===== src/rtl/iq_alloc_sel_ctrl.sv =====
// iq_alloc_sel_ctrl: allocation and oldest-ready selection for one issue queue.
//   - Up to DISP_WIDTH instructions are placed into free entries per cycle;
//     the whole group is accepted or none of it is.
//   - An age matrix orders the valid entries. The oldest candidate is strobed
//     by sel_o and loaded into a one-deep issue register with valid/ready.
//   - flush strobes sel_o to every entry and empties the issue register.
// Optional build macro IQ_STALL_CNT_EN adds stall_cnt_o. It counts the cycles
// in which slot 0 requests dispatch and the group is not accepted.
module iq_alloc_sel_ctrl #(
  parameter int IQ_DEPTH   = 8,
  parameter int DISP_WIDTH = 2,
  parameter int IDX_W      = $clog2(IQ_DEPTH)
) (
  input  logic                        clk,
  input  logic                        rst_n,
  input  logic                        flush,
  input  logic [DISP_WIDTH-1:0]       disp_valid_i,
  output logic                        disp_ready_o,
  output logic [DISP_WIDTH*IDX_W-1:0] disp_idx_o,
  output logic [IQ_DEPTH-1:0]         updata_o,
  input  logic [IQ_DEPTH-1:0]         entry_valid_i,
  input  logic [IQ_DEPTH-1:0]         entry_rdy_i,
  output logic [IQ_DEPTH-1:0]         sel_o,
  output logic                        issue_valid_o,
  output logic [IDX_W-1:0]            issue_idx_o,
  input  logic                        issue_ready_i,
  output logic [IDX_W:0]              free_cnt_o
`ifdef IQ_STALL_CNT_EN
  ,
  output logic [31:0]                 stall_cnt_o
`endif
);

  // The group size, sized to match free_cnt_o so the acceptance test is a
  // plain same-width compare.
  localparam logic [IDX_W:0] DISP_W_C = (IDX_W+1)'(DISP_WIDTH);

  logic [IQ_DEPTH-1:0]                 free_vec;
  logic [IDX_W-1:0]                    slot_idx [DISP_WIDTH];
  logic [DISP_WIDTH-1:0]               alloc;
  logic [IQ_DEPTH-1:0]                 cand;
  logic                                cand_any;
  logic [IDX_W-1:0]                    oldest_idx;
  logic                                load;

  // age_q[i][j] = 1 means entry i is older than entry j.
  logic [IQ_DEPTH-1:0][IQ_DEPTH-1:0]   age_q, age_d;
  // Entries strobed by sel_o last cycle. They still report valid for one
  // cycle, so they must be kept out of the candidate set.
  logic [IQ_DEPTH-1:0]                 pending_q, pending_d;
  logic                                issue_valid_q, issue_valid_d;
  logic [IDX_W-1:0]                    issue_idx_q, issue_idx_d;

  assign free_vec = ~entry_valid_i;

  // Count the free entries.
  always_comb begin
    // NOTE: every combinational output gets a default before any conditional
    // logic. This keeps every path assigned, so no latch is inferred.
    free_cnt_o = '0;
    for (int e = 0; e < IQ_DEPTH; e++) begin
      free_cnt_o = free_cnt_o + (IDX_W+1)'(free_vec[e]);
    end
  end

  // Give slot k the k-th lowest-index free entry.
  always_comb begin
    int rank;
    rank = 0;
    for (int k = 0; k < DISP_WIDTH; k++) begin
      slot_idx[k] = '0;
    end
    for (int e = 0; e < IQ_DEPTH; e++) begin
      if (free_vec[e]) begin
        for (int k = 0; k < DISP_WIDTH; k++) begin
          if (rank == k) begin
            slot_idx[k] = IDX_W'(e);
          end
        end
        rank = rank + 1;
      end
    end
  end

  // Accept the whole group only when every slot can be placed. Write strobes
  // go only to the slots that actually carry an instruction.
  always_comb begin
    disp_ready_o = ~flush & (free_cnt_o >= DISP_W_C);
    alloc        = disp_valid_i & {DISP_WIDTH{disp_ready_o}};
    updata_o     = '0;
    disp_idx_o   = '0;
    for (int k = 0; k < DISP_WIDTH; k++) begin
      disp_idx_o[k*IDX_W +: IDX_W] = slot_idx[k];
      if (alloc[k]) begin
        updata_o[slot_idx[k]] = 1'b1;
      end
    end
  end

  // Pick the candidate that no other candidate is older than.
  always_comb begin
    logic blocked;
    blocked    = 1'b0;
    cand       = entry_valid_i & entry_rdy_i & ~pending_q;
    cand_any   = |cand;
    oldest_idx = '0;
    for (int i = 0; i < IQ_DEPTH; i++) begin
      blocked = 1'b0;
      for (int j = 0; j < IQ_DEPTH; j++) begin
        if (cand[j] && age_q[j][i]) begin
          blocked = 1'b1;
        end
      end
      if (cand[i] && !blocked) begin
        oldest_idx = IDX_W'(i);
      end
    end
  end

  // Strobe the selected entry when the issue register can take it.
  // flush clears every entry.
  always_comb begin
    load = (~issue_valid_q | issue_ready_i) & cand_any & ~flush;
    if (flush) begin
      sel_o = '1;
    end else if (load) begin
      sel_o = IQ_DEPTH'(1) << oldest_idx;
    end else begin
      sel_o = '0;
    end
    pending_d = sel_o;
  end

  // Issue register: load on selection, drain on acceptance, hold otherwise.
  always_comb begin
    issue_valid_d = issue_valid_q;
    issue_idx_d   = issue_idx_q;
    if (flush) begin
      issue_valid_d = 1'b0;
    end else if (load) begin
      issue_valid_d = 1'b1;
      issue_idx_d   = oldest_idx;
    end else if (issue_ready_i) begin
      issue_valid_d = 1'b0;
    end
  end

  // A newly allocated entry is younger than every surviving valid entry.
  // Within one group, slot 0 is older than slot 1.
  always_comb begin
    age_d = age_q;
    if (flush) begin
      age_d = '0;
    end else begin
      for (int k = 0; k < DISP_WIDTH; k++) begin
        if (alloc[k]) begin
          for (int j = 0; j < IQ_DEPTH; j++) begin
            age_d[slot_idx[k]][j] = 1'b0;
            age_d[j][slot_idx[k]] = entry_valid_i[j] & ~sel_o[j];
          end
        end
      end
      if (DISP_WIDTH == 2 && alloc[0] && alloc[DISP_WIDTH-1]) begin
        age_d[slot_idx[0]][slot_idx[DISP_WIDTH-1]] = 1'b1;
      end
    end
  end

  // State registers.
  always_ff @(posedge clk or negedge rst_n) begin
    if (!rst_n) begin
      // NOTE: the age matrix is reset explicitly, like any other state flop.
      // After reset no stale ordering may block selection, so it must not be
      // treated as a memory that is left uninitialised.
      age_q         <= '0;
      pending_q     <= '0;
      issue_valid_q <= 1'b0;
      issue_idx_q   <= '0;
    end else begin
      // NOTE: non-blocking assignments throughout. Every flop samples the
      // values from before the edge, whatever order the statements are in.
      age_q         <= age_d;
      pending_q     <= pending_d;
      issue_valid_q <= issue_valid_d;
      issue_idx_q   <= issue_idx_d;
    end
  end

  assign issue_valid_o = issue_valid_q;
  assign issue_idx_o   = issue_idx_q;

`ifdef IQ_STALL_CNT_EN
  logic [31:0] stall_cnt_q, stall_cnt_d;

  // Count the cycles in which dispatch is requested but refused.
  // Only reset clears the counter; flush does not.
  always_comb begin
    stall_cnt_d = stall_cnt_q + 32'(disp_valid_i[0] & ~disp_ready_o);
  end

  // Stall counter register.
  always_ff @(posedge clk or negedge rst_n) begin
    if (!rst_n) begin
      stall_cnt_q <= '0;
    end else begin
      stall_cnt_q <= stall_cnt_d;
    end
  end

  assign stall_cnt_o = stall_cnt_q;
`endif

endmodule


===== config.mk =====
export PLATFORM = sky130hd
export DESIGN_NAME = iq_alloc_sel_ctrl
export DESIGN_NICKNAME = d
export VERILOG_FILES = /design/src/rtl/iq_alloc_sel_ctrl.sv
export SDC_FILE = /design/constraint.sdc
export NUM_CORES = 1
export LEC_CHECK = 0
export ABC_AREA = 1
export CAP_MARGIN = 20
export CORE_MARGIN = 3
export CORE_UTILIZATION = 56
export CTS_BUF_LIST = sky130_fd_sc_hd__clkbuf_4
export DETAILED_ROUTE_END_ITERATION = 8
export PLACE_DENSITY = 0.76
export SETUP_SLACK_MARGIN = 0.1
export SYNTH_ARGS = -nofsm -noshare
export SYNTH_HDL_FRONTEND = slang
export SYNTH_SLANG_ARGS = --single-unit

===== constraint.sdc =====
create_clock -name clk -period 9.71 [get_ports clk]
set_input_delay 2.4275 -clock clk [delete_from_list [all_inputs] [get_ports clk]]
set_output_delay 2.4275 -clock clk [all_outputs]
set_load 0.005 [all_outputs]

==> results of run 1 <==
-- power breakdown --
part / leakage (uW) / internal (uW) / total (uW) / switching [uW]
clock: 0.0000725 / 79.5 / 201 / 122
sequential: 0.000915 / 307 / 321 / 14.7
combinational: 0.00243 / 175 / 465 / 290
-- synth_stat cells (2+ instances only) --
cell	instances	share of area
nor3_1	7	0.0060
buf_2	4	0.0034
or2_2	5	0.0054
nand4_1	13	0.014
or2_0	2	0.0022
o22ai_1	10	0.011
ha_1	20	0.043
o22ai_2	3	0.0065
nand3_2	6	0.010
nor2_4	13	0.025
a31oi_1	5	0.0054
inv_4	2	0.0022
dfrtp_1	68	0.29
inv_1	107	0.069
inv_2	22	0.014
o211ai_1	14	0.018
nand2_2	17	0.018
nor2_2	18	0.019
nor2_1	50	0.032
o21ai_2	3	0.0045
nand4_2	4	0.0086
nand4_4	2	0.0073
o21ai_1	10	0.0086
nand2_1	254	0.16
o21ai_0	38	0.033
a21oi_1	65	0.056
nand2_4	8	0.015
fa_1	4	0.014
nand3_1	66	0.057
clkbuf_1	12	0.0077
-- worst paths after layout --
check	end	slack, ns	cells after the start	startpoint
max in group asynchronous	age_q[25]	6.91	2	rst_n
worst min register to register	age_q[63]	0.53	2	age_q[63]
worst min-delay path	age_q[63]	0.53	2	age_q[63]
worst max register to register	age_q[1]	6.17	17	pending_q[3]
min in group asynchronous	pending_q[4]	2.18	2	rst_n
worst max-delay path	updata_o[7]	0.21	19	entry_valid_i[0]
-- per-layer routing --
layer,up-vias,global-route usage,part of all wire
met4,0,0.213,0.075
met1,3093,0.500,0.36
met3,169,0.0890,0.13
met2,585,0.615,0.43
li1,2986,-,-
met5,-,0,0
-- through the flow --
stage               area (um2)  worst slack (ns)  cells   util  hold slack [ns]
floorplan                 5820              1.02    867      -            0.476
CTS                       6780             0.114   1080  0.681            0.521
global placement          6630             0.211   1064  0.666            0.477
detailed placement        6630            0.0319   1064  0.666            0.499
finish                    7040             0.208   1094  0.707            0.528
global route              7040            0.0132   1094  0.707            0.540
-- area by class of cell --
cell class | count | area (um2) | share of cell area
Multi-Input combinational cell | 649 | 3640 | 0.517
Sequential cell | 68 | 1700 | 0.242
Timing Repair Buffer | 96 | 885 | 0.126
Inverter | 132 | 504 | 0.0716
Tap cell | 133 | 166 | 0.0236
Clock inverter | 7 | 76.3 | 0.0108
Clock buffer | 9 | 67.6 | 0.00960
-- what timing repair did --
action                                  CTS  global route
pin swaps                                 0             8
endpoints found under the setup margin    6             9
resized for setup                         2            26
buffers inserted                          0            13
-- flip-flops by register name, summed over array words and instances, names as in the netlist --
signal / flops
age_q: 56
issue_idx_o: 3
issue_valid_o: 1
pending_q: 8
-- cells by family after synthesis --
family / Yosys count
AND/OR/NAND/NOR: 471
adder cells (fa/ha/maj): 24
buffers and inverters: 150
AO/OA/AOI/OAI: 153
XOR/XNOR: 1
flip-flops: 68
-- worst max-delay path, stage by stage --
cell and delay, ns:
clkdlybuf4s50_1 0.43, buf_4 0.17, fa_1 0.55, inv_1 0.05, fa_1 0.46, fa_1 0.56
ha_1 0.18, inv_1 0.06, fa_1 0.41, xnor2_2 0.18, nor2_1 0.08, a21oi_2 0.14
inv_1 0.12, nor2_4 0.16, clkinvlp_4 0.20, nor2_4 0.18, inv_2 0.10, nand2_4 0.10
clkdlybuf4s50_1 0.51
==> results by group, run 1 <==
Floorplan
  – I/O pin total: between 50 and 60
  – DIE AREA: about 0.012 mm2
  – Die span in y: roughly 110 um
  – Chip Width: roughly 110 um
  – Core area: around 0.01 mm2
  – Initial core utilization: 0.584
  – # rows: 36

STA
  – Max Freq: ~110 MHz
  – Setup TNS: 0 ns
  – Final setup fails: 0
  – Slew Viols, Final: 0
  – Period utilization: 0.979
  – Clock skew: between 0.01 and 0.015 ns
  – Slew margin rel.: 0.221
  – Crit path time final: 9.50 ns
  – Worst-Margin Slew: around 1.2 ns
  – Final Hold Viols: 0
  – RSZ-0062 raised after global routing: true

Clocking
  – Clock transition at path regs: around 0.13 ns
  – CTS Root Cell: clkbuf_4
  – H-tree depth: 3
  – Post-CTS Hold Fix Bufs: 0
  – Clock Tree Buf Depth: 2
  – CTS tree: done
  – Worst skew pair latency: 0.44 ns
  – CTS buffer count: 9
  – Clock sink count: 68

Setup path
  – Startpoint types: primary input
  – CP Max Fanout: 7
  – Data arrival time of the critical path: 7.07 ns
  – CP Class: in -> out
  – Worst endpoint required time: ~7.3 ns
  – Worst setup EP type: output pin

Global routing
  – Initial antenna violation count: 0
  – Tot GR Track Use: 0.391
  – Grt total ovfl: 0
  – Largest net degree at the start of global routing: roughly 70
  – First-pass GRT wire length: around 35000 um
  – Vias in the first global route: roughly 6500

Run
  – Max_cap viols: 0

Synth
  – Top_reg_cell synth: dfrtp_1
  – Post-synth EDFFs: 0
  – Synth Area in Simple Gates: 0.398
  – Ys Warns: 0
  – Largest family of logic cells by synthesized area: simple AND/OR/NAND/NOR gates
  – XOR/XNOR Fraction of Synth Area: 0.00151
  – Adder-Cell Fraction of Synth Area: 0.0568
  – Syn Area/Cell: between 6 and 7 um2
  – Synth Area in Compound Gates: 0.149
  – Post-synth ARST share: 1.00
  – Distinct cells, synth: 45
  – Synth Instances: ~870
  – Number of synthesized register bits: 68
  – Multiplexer share of the synthesized area: 0
  – Seq/Total Area, Yosys: 0.292
  – Post-Syn Area: roughly 0.0058 mm2
  – Syn Nets: between 900 and 1000

Status
  – Failing checks: DRC
  – Outcome: finished with violations

Routing
  – Vias/cell: roughly 6.2
  – ANT nets after route: 0
  – Routed WL per cell: roughly 21 um
  – Routed WL: approximately 23000 um
  – DR vias: approximately 6800
  – DRC Markers: 18
  – Iter 0 DRT Violations: about 1300
  – Drt first pass iters: 9

Final layout
  – Filler instances: between 800 and 900
  – Commonest non-fill, non-tap cell in the layout: nand2_1
  – Area growth, synth to finish: 21.0%
  – Most frequent cells in the layout: nand2_1 (251), inv_1 (105), dfrtp_1 (68)
  – Nets: around 1000
  – Share of cells above drive strength 1: 0.186
  – Ant. Diodes: 0

Pwr
  – Overall Power: just under 1000 uW
  – Pwr/cell area: roughly 140 mW/mm2
  – Peak VDD IR: ~0.083 mV
  – Lkg Pwr: 0.00341 uW

Placed design
  – PortBufs: 52
  – Dpl hpwl: 17000 um
  – RePlAce Congestion: 1.09

Min path
  – Hold crit path type: reg -> reg
Note: power is estimated with default switching activity, not from simulation.
==> inputs of run 2 (changes only) <==
Settings changed: DONT_BUFFER_PORTS from default to 1, PLACE_DENSITY 0.76 to 0.69.
==> run 2 against run 1 <==
The flow still finishes with violations (DRC). Final cell count decreased by 8.3%. Clock-buffer cell count unchanged. Global-route usage decreased by 1.2 points. Setup slack improved by 0.40 ns. Utilization decreased by 9.5 points. Critical path depth increased by 7. Clock skew increased by 0.0082 ns. Non-clock buffer count decreased by 92. First-iteration DRC count decreased by 36%. Hold slack got worse by 0.011 ns. Combinational power decreased by 28%. Via count decreased by 9.7%. Critical path type unchanged. Largest cell class unchanged. Highest routed layer unchanged.
==> results by group, run 2 (synthesized netlist as in run 1, its figures left out) <==
Status
  – Outcome: finished with violations (unchanged)
  – Failing checks: DRC (unchanged)

Clocking
  – CTS tree: done (unchanged)
  – Clock Tree Buf Depth: 2 (unchanged)
  – CTS Root Cell: clkbuf_4 (unchanged)
  – Worst skew pair latency: 0.44 ns (about the same)
  – # Post-CTS Setup Buffers: 0 (unchanged)
  – Post_cts resized: 0 (was 2)
  – Clock sink count: 68 (unchanged)
  – Post-CTS Hold Fix Bufs: 0 (unchanged)
  – Clock transition at path regs: 0.13 ns (about the same)
  – CTS buffer count: 9 (unchanged)
  – H-tree depth: 3 (unchanged)

Setup path
  – CP Max Fanout: 11 (was 7)
  – Worst setup EP type: output pin (unchanged)
  – Reg2Reg Capture Point: age_q[35] (was age_q[1])
  – Data arrival time of the critical path: 6.68 ns (was 7.07 ns)
  – Startpoint types: primary input (unchanged)
  – Worst endpoint required time: 7.28 ns (about the same)
  – R2R Setup Slk: 6.15 ns (was 6.17 ns)
  – Reg2reg start: pending_q[3] (unchanged)
  – CP Class: in -> out (unchanged)
  – R2R depth: 15 (was 17)

STA
  – Crit path time final: 9.10 ns (was 9.50 ns)
  – Final Hold Viols: 0 (unchanged)
  – Period utilization: 0.938 (was 0.979)
  – Worst-Margin Slew: 1.02 ns (was 1.16 ns)
  – Final setup fails: 0 (unchanged)
  – Slew margin rel.: 0.310 (was 0.221)
  – Clock skew: 0.0221 ns (was 0.0139 ns)
  – Setup TNS: 0 ns (unchanged)
  – Max Freq: 110 MHz (was 105 MHz)
  – RSZ-0062 raised after global routing: false (was true)
  – Slew Viols, Final: 0 (unchanged)

Min path
  – Hold_sp: age_q[63] (unchanged)
  – Hold crit path type: reg -> reg (unchanged)
  – Hold depth: 2 (unchanged)
  – Worst hold endpoint: age_q[63] (unchanged)

Pwr
  – Switching share of power: 0.426 (was 0.432)
  – Logic pwr share: 0.377 (was 0.471)
  – Lkg Pwr: 0.00297 uW (was 0.00341 uW)
  – Switching power: 378 uW (was 427 uW)
  – Int Power: 509 uW (was 561 uW)
  – Pwr/cell area: 146 mW/mm2 (was 140 mW/mm2)
  – Peak VDD IR: 0.0942 mV (was 0.0832 mV)
  – Sequential power share: 0.363 (was 0.325)
  – Clock power frac: 0.259 (was 0.204)

Global routing
  – Initial antenna violation count: 0 (unchanged)
  – Tot GR Track Use: 0.379 (was 0.391)
  – Grt total ovfl: 0 (unchanged)
  – Vias in the first global route: 6005 (was 6512)
  – Largest net degree at the start of global routing: 69 (unchanged)
  – First-pass GRT wire length: 33300 um (was 34500 um)

Run
  – Max_cap viols: 0 (unchanged)

Placed design
  – Dpl hpwl: 16300 um (was 17000 um)
  – RePlAce Congestion: 1.03 (was 1.09)
  – Post-DP Area: 0.00592 mm2 (was 0.00663 mm2)
  – PortBufs: 0 (was 52)

Routing
  – DR vias: 6173 (was 6833)
  – Iter 0 DRT Violations: 803 (was 1257)
  – ANT nets after route: 0 (unchanged)
  – Routed WL per cell: 21.5 um (was 21.1 um)
  – Routed WL: 21500 um (was 23100 um)
  – DRC Markers: 2 (was 18)
  – Vias/cell: 6.15 (was 6.25)
  – Drt first pass iters: 8 (was 9)

Floorplan
  – I/O pin total: 53 (unchanged)
  – Die span in y: 108 um (unchanged)
  – # rows: 36 (unchanged)
  – DIE AREA: 0.0116 mm2 (unchanged)
  – Core area: 0.00995 mm2 (unchanged)
  – Initial core utilization: 0.584 (unchanged)
  – Chip Width: 108 um (unchanged)

Final layout
  – Share of cells above drive strength 1: 0.146 (was 0.186)
  – Post-route cell area: 0.00609 mm2 (was 0.00704 mm2)
  – Max reg flops: 56 (unchanged)
  – Nets: 910 (was 1002)
  – Final core utilization: 0.612 (was 0.707)
  – Area growth, synth to finish: 4.71% (was 21.0%)
  – Commonest non-fill, non-tap cell in the layout: nand2_1 (unchanged)
  – Most frequent cells in the layout: nand2_1 (254), inv_1 (107), dfrtp_1 (68) (was nand2_1 (251), inv_1 (105), dfrtp_1 (68))
  – Biggest register: age_q (unchanged)
-- run 2: changes by cell type in the layout (fill, tap and decap cells not counted), moves of 3 or more --
cell,previous run,this run
nor2_4,17,13
nand2_1,251,254
clkdlybuf4s50_1,47,0
nor2_2,14,18
buf_4,39,4
clkinvlp_4,3,0
-- run 2: worst max-delay path by stage --
stage / start / end / slack, ns / cells past startpoint
2_1_floorplan: entry_valid_i[0] / updata_o[0] / 1.02 / 17
3_3_place_gp: entry_valid_i[0] / updata_o[0] / 0.74 / 17
3_5_place_dp: entry_valid_i[0] / updata_o[0] / 0.62 / 26
4_1_cts: entry_valid_i[0] / updata_o[0] / 0.60 / 26
5_1_grt: entry_valid_i[0] / updata_o[0] / 0.25 / 26
6_report: entry_valid_i[0] / updata_o[0] / 0.61 / 26
-- run 2: per-layer routing --
metal	routed length (um)	vias to the layer above	global-route usage
met5	0	-	0
met4	1160	0	0.180
met3	2660	90	0.107
met2	9540	421	0.598
met1	8170	2863	0.480
li1	-	2799	-
-- run 2: area by class of cell --
class                   instances  area, um2
fillers                       968       3860
inverters                     132        500
diodes                          1       2.50
clock buffers                   9       67.6
clock inverters                 7       98.8
well taps                     133        166
repair buffers                  4       30.0
multi-input cells             649       3520
flip-flops and latches         68       1700
-- run 2: critical path, stage by stage --
cell and delay [ns]:
inv_1 0.04, ha_1 0.37, inv_2 0.11, nand2_4 0.07
nand2_4 0.08, inv_1 0.05, ha_1 0.27, nand2_1 0.06
nand2_1 0.11, inv_1 0.07, ha_1 0.26, or2_2 0.28
nand2_1 0.13, inv_1 0.06, ha_1 0.26, nand2_1 0.06
nand2_1 0.10, ha_1 0.29, o21ai_1 0.31, nand4_2 0.44
nand2_1 0.25, inv_1 0.07, nand3_1 0.17, inv_2 0.12
nand2_1 0.12, nand2_1 0.09
-- run 2: power by group through the flow --
stage	clock, uW	combinational, uW	sequential [uW]
5_1_grt	241	369	325
2_1_floorplan	0	252	322
3_5_place_dp	0	326	328
4_1_cts	231	327	322
3_3_place_gp	0	317	327
6_report	230	335	323
-- run 2: through the flow --
stage	hold slack, ns	std cells	power (uW)	setup WS [ns]
floorplan	0.476	867	574	1.02
global placement	0.497	986	645	0.741
detailed placement	0.500	986	653	0.617
CTS	0.520	1002	880	0.597
global route	0.535	1002	935	0.253
finish	0.517	1003	888	0.605
